**config.mk**
```make
export PLATFORM = sky130hd
export DESIGN_NAME = mul_div_unit
export DESIGN_NICKNAME = d
export VERILOG_FILES = /design/src/rtl/mul_div_unit.sv
export SDC_FILE = /design/constraint.sdc
export NUM_CORES = 1
export LEC_CHECK = 0
export BUFFER_PORTS_ARGS = -buffer_cell sky130_fd_sc_hd__buf_4
export CORE_MARGIN = 1
export CORE_UTILIZATION = 53
export DETAILED_ROUTE_END_ITERATION = 6
export PLACE_DENSITY_LB_ADDON = 0.12
export SYNTH_ARGS = -nofsm -noshare
export SYNTH_HDL_FRONTEND = slang
export SYNTH_SLANG_ARGS = --single-unit
```
**constraint.sdc**
```tcl
create_clock -name clk -period 8.2 [get_ports clk]
set_input_delay 1.64 -clock clk [delete_from_list [all_inputs] [get_ports clk]]
set_output_delay 1.64 -clock clk [all_outputs]
set_load 0.005 [all_outputs]
```
**src/rtl/mul_div_unit.sv**
```systemverilog
// mul_div_unit: iterative RV32M multiply/divide with a fixed 34-cycle turnaround.
// Operands are reduced to magnitudes at start; the sign is applied as the result is captured.
module mul_div_unit (
    input  logic        clk,
    input  logic        reset,
    input  logic        valid,
    input  logic [10:0] control_result,
    input  logic [31:0] operand_a,
    input  logic [31:0] operand_b,
    input  logic        flush,
    output logic        ready,
    output logic        done,
    output logic [31:0] result
);
    typedef enum logic [1:0] {IDLE, CALC, DONE} state_t;
    state_t state, state_next;
    logic [5:0] cnt;
    logic [2:0] op;
    logic neg;
    logic [31:0] opnd;
    logic [63:0] acc, acc_nxt, prod;
    logic [32:0] rem, rem_nxt, add_sum, shifted;
    logic [33:0] diff;
    logic [31:0] quo, rmd, final_val, mag_a, mag_b;
    logic [2:0] funct3;
    logic start, last, sa, sb, neg_a, neg_b;
    logic unused_ctrl;

    assign unused_ctrl = ^{control_result[10:7], control_result[5:3]};
    assign funct3 = control_result[2:0];
    assign start = state == IDLE && valid && control_result[6] && !flush;
    assign last = state == CALC && !flush && cnt == 6'd31;
    assign ready = state == IDLE;
    assign done = state == DONE;
    assign sa = funct3[2] ? !funct3[0] : funct3[1] ^ funct3[0];
    assign sb = funct3[2] ? !funct3[0] : funct3[1:0] == 2'b01;
    assign neg_a = sa && operand_a[31];
    assign neg_b = sb && operand_b[31];
    assign mag_a = neg_a ? -operand_a : operand_a;
    assign mag_b = neg_b ? -operand_b : operand_b;
    // Multiply keeps the multiplier in acc[31:0]; divide keeps the dividend/quotient there.
    assign add_sum = {1'b0, acc[63:32]} + {1'b0, acc[0] ? opnd : 32'd0};
    assign shifted = {rem[31:0], acc[31]};
    assign diff = {1'b0, shifted} - {2'b00, opnd};
    assign acc_nxt = op[2] ? {acc[63:32], acc[30:0], !diff[33]} : {add_sum, acc[31:1]};
    assign rem_nxt = op[2] ? (diff[33] ? shifted : diff[32:0]) : rem;
    assign prod = neg ? -acc_nxt : acc_nxt;
    assign quo = neg ? -acc_nxt[31:0] : acc_nxt[31:0];
    assign rmd = neg ? -rem_nxt[31:0] : rem_nxt[31:0];
    assign final_val = !op[2] ? (op == 3'b000 ? prod[31:0] : prod[63:32]) : op[1] ? rmd : quo;

    always_comb begin
        state_next = state == IDLE ? (start ? CALC : IDLE) :
                     state == CALC ? (flush ? IDLE : cnt == 6'd31 ? DONE : CALC) : IDLE;
    end

    always_ff @(posedge clk or posedge reset) begin
        if (reset) state <= IDLE;
        else state <= state_next;
    end

    always_ff @(posedge clk or posedge reset) begin
        if (reset) begin
            cnt <= '0;
            op <= '0;
            neg <= 1'b0;
            opnd <= '0;
            acc <= '0;
            rem <= '0;
            result <= '0;
        end else if (start) begin
            cnt <= '0;
            op <= funct3;
            // A zero divisor must yield all-ones for signed DIV too, so suppress the quotient sign.
            neg <= (funct3[2] && funct3[1]) ? neg_a : (neg_a ^ neg_b) && (!funct3[2] || operand_b != 32'd0);
            opnd <= funct3[2] ? mag_b : mag_a;
            acc <= {32'd0, funct3[2] ? mag_a : mag_b};
            rem <= '0;
        end else if (state == CALC) begin
            cnt <= cnt + 6'd1;
            acc <= acc_nxt;
            rem <= rem_nxt;
            if (last) result <= final_val;
        end
    end
endmodule

```
==> summary.txt <==
Run status
  • Status: complete, no violations

Timing
  • Max Fclk: 0.161 GHz
  • Slew Limit Fails: 0
  • Clk_skew: 0.0135 ns
  • Final Setup Violations: 0
  • Worst-margin pin slew: 1.25 ns
  • Post-route minimum period: 6.19 ns
  • Hold Fails Final Rpt: 0
  • Tcrit/Tclk final: 75.5%
  • Setup tns final: 0 ns
  • Slew margin rel.: 16.9%
  • RSZ-0062 raised after global routing: no

Setup path
  • Critical Path Sink Type: register
  • Crit-path max FO: 29
  • WS Path Type: register to register
  • Worst Setup SP: opnd[4]$_DFFE_PP0P_
  • RR Endpoint: result[20]$_DFFE_PP0P_
  • Crit path DAT: 6.52 ns
  • FF-to-FF Start: opnd[4]$_DFFE_PP0P_
  • Crit-path cells: inv_1 > ha_1 > and2_4 > a221oi_2 > a211o_1 > a21o_1 > nand2_2 > a221oi_4 > nand3_1 > nor4_1 > nand2_1 > o21ai_0 > xnor2_1 > a221oi_1 > o21ai_0
  • Reg2reg setup slack: 2.01 ns
  • Worst R2R Path Depth: 15
  • Crit path launch type: register
  • Critical path required time: 8.53 ns
  • CP peak stage delay: 0.71 ns
  • Slowest cell on the critical path: a21o_1
  • Most used cell, CP: o21ai_0

Hold path
  • Hold path start: result[12]$_DFFE_PP0P_
  • Hold Path End: result[12]$_DFFE_PP0P_
  • Hold Crit Depth: 2
  • Min-delay worst type: register to register

GRT
  • Global-route wire length before repair: 93900 um
  • Vias in the first global route: 15.9k
  • Initial antenna violation count: 1
  • Total gr overflow: 0
  • Largest net degree at the start of global routing: 120
  • GR Util met3: 6.76%
  • Busiest layer in global routing: met2
  • Met1 usage: 50.3%
  • Global Route met2 Usage: 59.7%
  • Total global-route track usage: 37.1%

Place
  • Detailed Place HPWL: 47000 um
  • RePlAce Congestion: 0.954
  • IO buf count: 105
  • Dpl cell area: 17900 sq um

Yosys
  • Top cells by area, synth: dfrtp_1 (25%), o21ai_0 (7.2%), nand2_1 (6.8%), a21oi_1 (5.5%), xnor2_1 (5.4%)
  • Cell Area, Synth: 17100 sq um
  • Syn nets: 2470
  • Async S/R FF share, synth: 100%
  • Number of synthesized register bits: 172
  • Synth Area per Inst: 7.37 sq um
  • Post-synth EDFFs: 0
  • Synth area leader: dfrtp_1
  • Synth warnings: 0
  • Ys flop type: dfrtp_1
  • Synth top area share: 25.2%
  • Yosys cell types: 97
  • Synth Instances: 2320
  • Sequential cell area fraction in the yosys report: 25.2%

Routing
  • Via density: 6.44
  • Final wirelength: 61100 um
  • DR pass1 iterations: 6
  • Via count: 17.5k
  • DR iter-0 viols: 1900
  • Final antenna-violating net count: 0
  • DRC Markers: 0
  • DR WL/cell: 22.4 um

Clock tree
  • Worst skew pair latency: 0.47 ns
  • Resized cells post-CTS: 0
  • CTS tree: built
  • # H-tree levels: 4
  • Sink Count: 172
  • CTS Buf Count: 17
  • CTS Buffer Depth: 2
  • Clock transition at path regs: 0.07 ns
  • Cts hold-fix bufs: 0
  • Post-CTS Repair Setup Buffers: 0
  • Root buffer cell: clkbuf_16

Power
  • Max VDD drop: 0.182 mV
  • Pwr per Cell Area: 363 nW/um^2
  • Leakage: 7.84 nW

Run
  • Max Cap Viol: 0

Floorplanning
  • Initial Util: 54.0%
  • Die ar.: 33000 sq um
  • Die height: 182 um
  • Core box area: 31600 sq um
  • IO Pins: 113
  • Placement row count: 65
  • Die X: 182 um

Final layout
  • P&R area growth vs syn: 8.23%
  • Final non-filler cell area: 18500 sq um
  • Final nets: 2461
  • Share of post-route cells with drive strength above 1: 9.25%
  • Diode count: 0
-- metal layers --
layer | part of all wire (%) | up-vias
li1 | - | 8335
met1 | 43 | 8363
met2 | 46 | 752
met3 | 7.7 | 94
met4 | 2.7 | 2
met5 | 0.021 | -
-- cells by family after synthesis --
logic type | after synthesis | share of synthesized area (%)
simple gates | 837 | 22.9
fa+ha+maj | 71 | 5.28
mux | 57 | 3.41
compound gates | 773 | 28.4
xor+xnor | 185 | 9.48
buf+inv | 225 | 5.33
flops | 172 | 25.2
-- metrics by stage --
stage	hold slack [ns]	util, %	std cells	setup WS (ns)	total power [mW]
2_1_floorplan	0.464	-	2320	1.90	4.59
5_1_grt	0.503	58.5	2726	1.81	7.19
4_1_cts	0.488	58.5	2726	2.23	6.60
3_3_place_gp	0.465	56.7	2694	2.36	5.70
6_report	0.482	58.5	2726	2.01	6.72
3_5_place_dp	0.473	56.7	2694	2.25	5.77
-- final cells by class --
class / instances / area, sq um
clock buffer: 20 / 447
fill: 2961 / 13100
multi-input combinational: 1923 / 11900
inverter: 72 / 275
clock inverter: 12 / 114
tap: 402 / 503
timing repair buffer: 125 / 951
sequential: 172 / 4310
-- layout by cell type, fill, tap and decap left out, types with 19 or more instances in the layout --
cell type	instances
nand2_1	308
ha_1	69
nand3_1	95
a211oi_1	23
a21o_1	20
xor2_1	79
nand4_1	29
o2bb2ai_1	19
buf_4	124
nor2_1	195
inv_1	69
a21oi_1	189
o21ai_1	19
a31oi_1	30
o211ai_1	53
and2_1	43
xnor2_1	106
dfrtp_1	170
and3_1	22
o21ai_0	245
o31ai_1	31
mux2i_1	47
nor3_1	39
-- worst max-delay path by stage --
| stage | end | cells after the start |
|---|---|---|
| 6_report | result[20]$_DFFE_PP0P_ | 15 |
| 5_1_grt | result[20]$_DFFE_PP0P_ | 15 |
| 4_1_cts | result[20]$_DFFE_PP0P_ | 15 |
| 3_5_place_dp | result[20]$_DFFE_PP0P_ | 15 |
| 3_3_place_gp | result[20]$_DFFE_PP0P_ | 15 |
| 2_1_floorplan | acc[0]$_DFFE_PP0P_ | 1 |
-- sequential cells by signal, indices dropped and copies added (netlist names) --
signal  flops
acc        64
cnt         6
neg         1
op          3
opnd       32
rem        32
result     32
state       2
-- worst max-delay path, delay by kind of cell (launching register included) --
kind | cells | cell delay [ns]
xor+xnor | 1 | 0.17
flops | 1 | 0.44
buf+inv | 1 | 0.07
fa+ha+maj | 1 | 0.36
compound gates | 7 | 3.01
simple gates | 5 | 2.00
-- report_power, final --
group / leakage, nW / total, mW / switching (mW) / internal [mW]
Clock: 0.270 / 0.825 / 0.394 / 0.430
Sequential: 2.25 / 1.43 / 0.337 / 1.10
Combinational: 5.32 / 4.46 / 2.87 / 1.59
Total: 7.84 / 6.72 / 3.60 / 3.12
-- Yosys cell counts, drive strengths merged, types with 23 or more instances --
| master | count |
|---|---|
| a21oi | 191 |
| o21ai | 264 |
| nor2 | 197 |
| nand4 | 30 |
| ha | 69 |
| buf | 48 |
| nand3 | 96 |
| xor2 | 79 |
| inv | 71 |
| nand2 | 310 |
| mux2i | 47 |
| dfrtp | 172 |
| o31ai | 32 |
| o211ai | 55 |
| and2 | 44 |
| nor3 | 41 |
| clkbuf | 105 |
| xnor2 | 106 |
| a31oi | 31 |
| a211oi | 23 |
No activity file was read; power rests on OpenSTA's default activity.
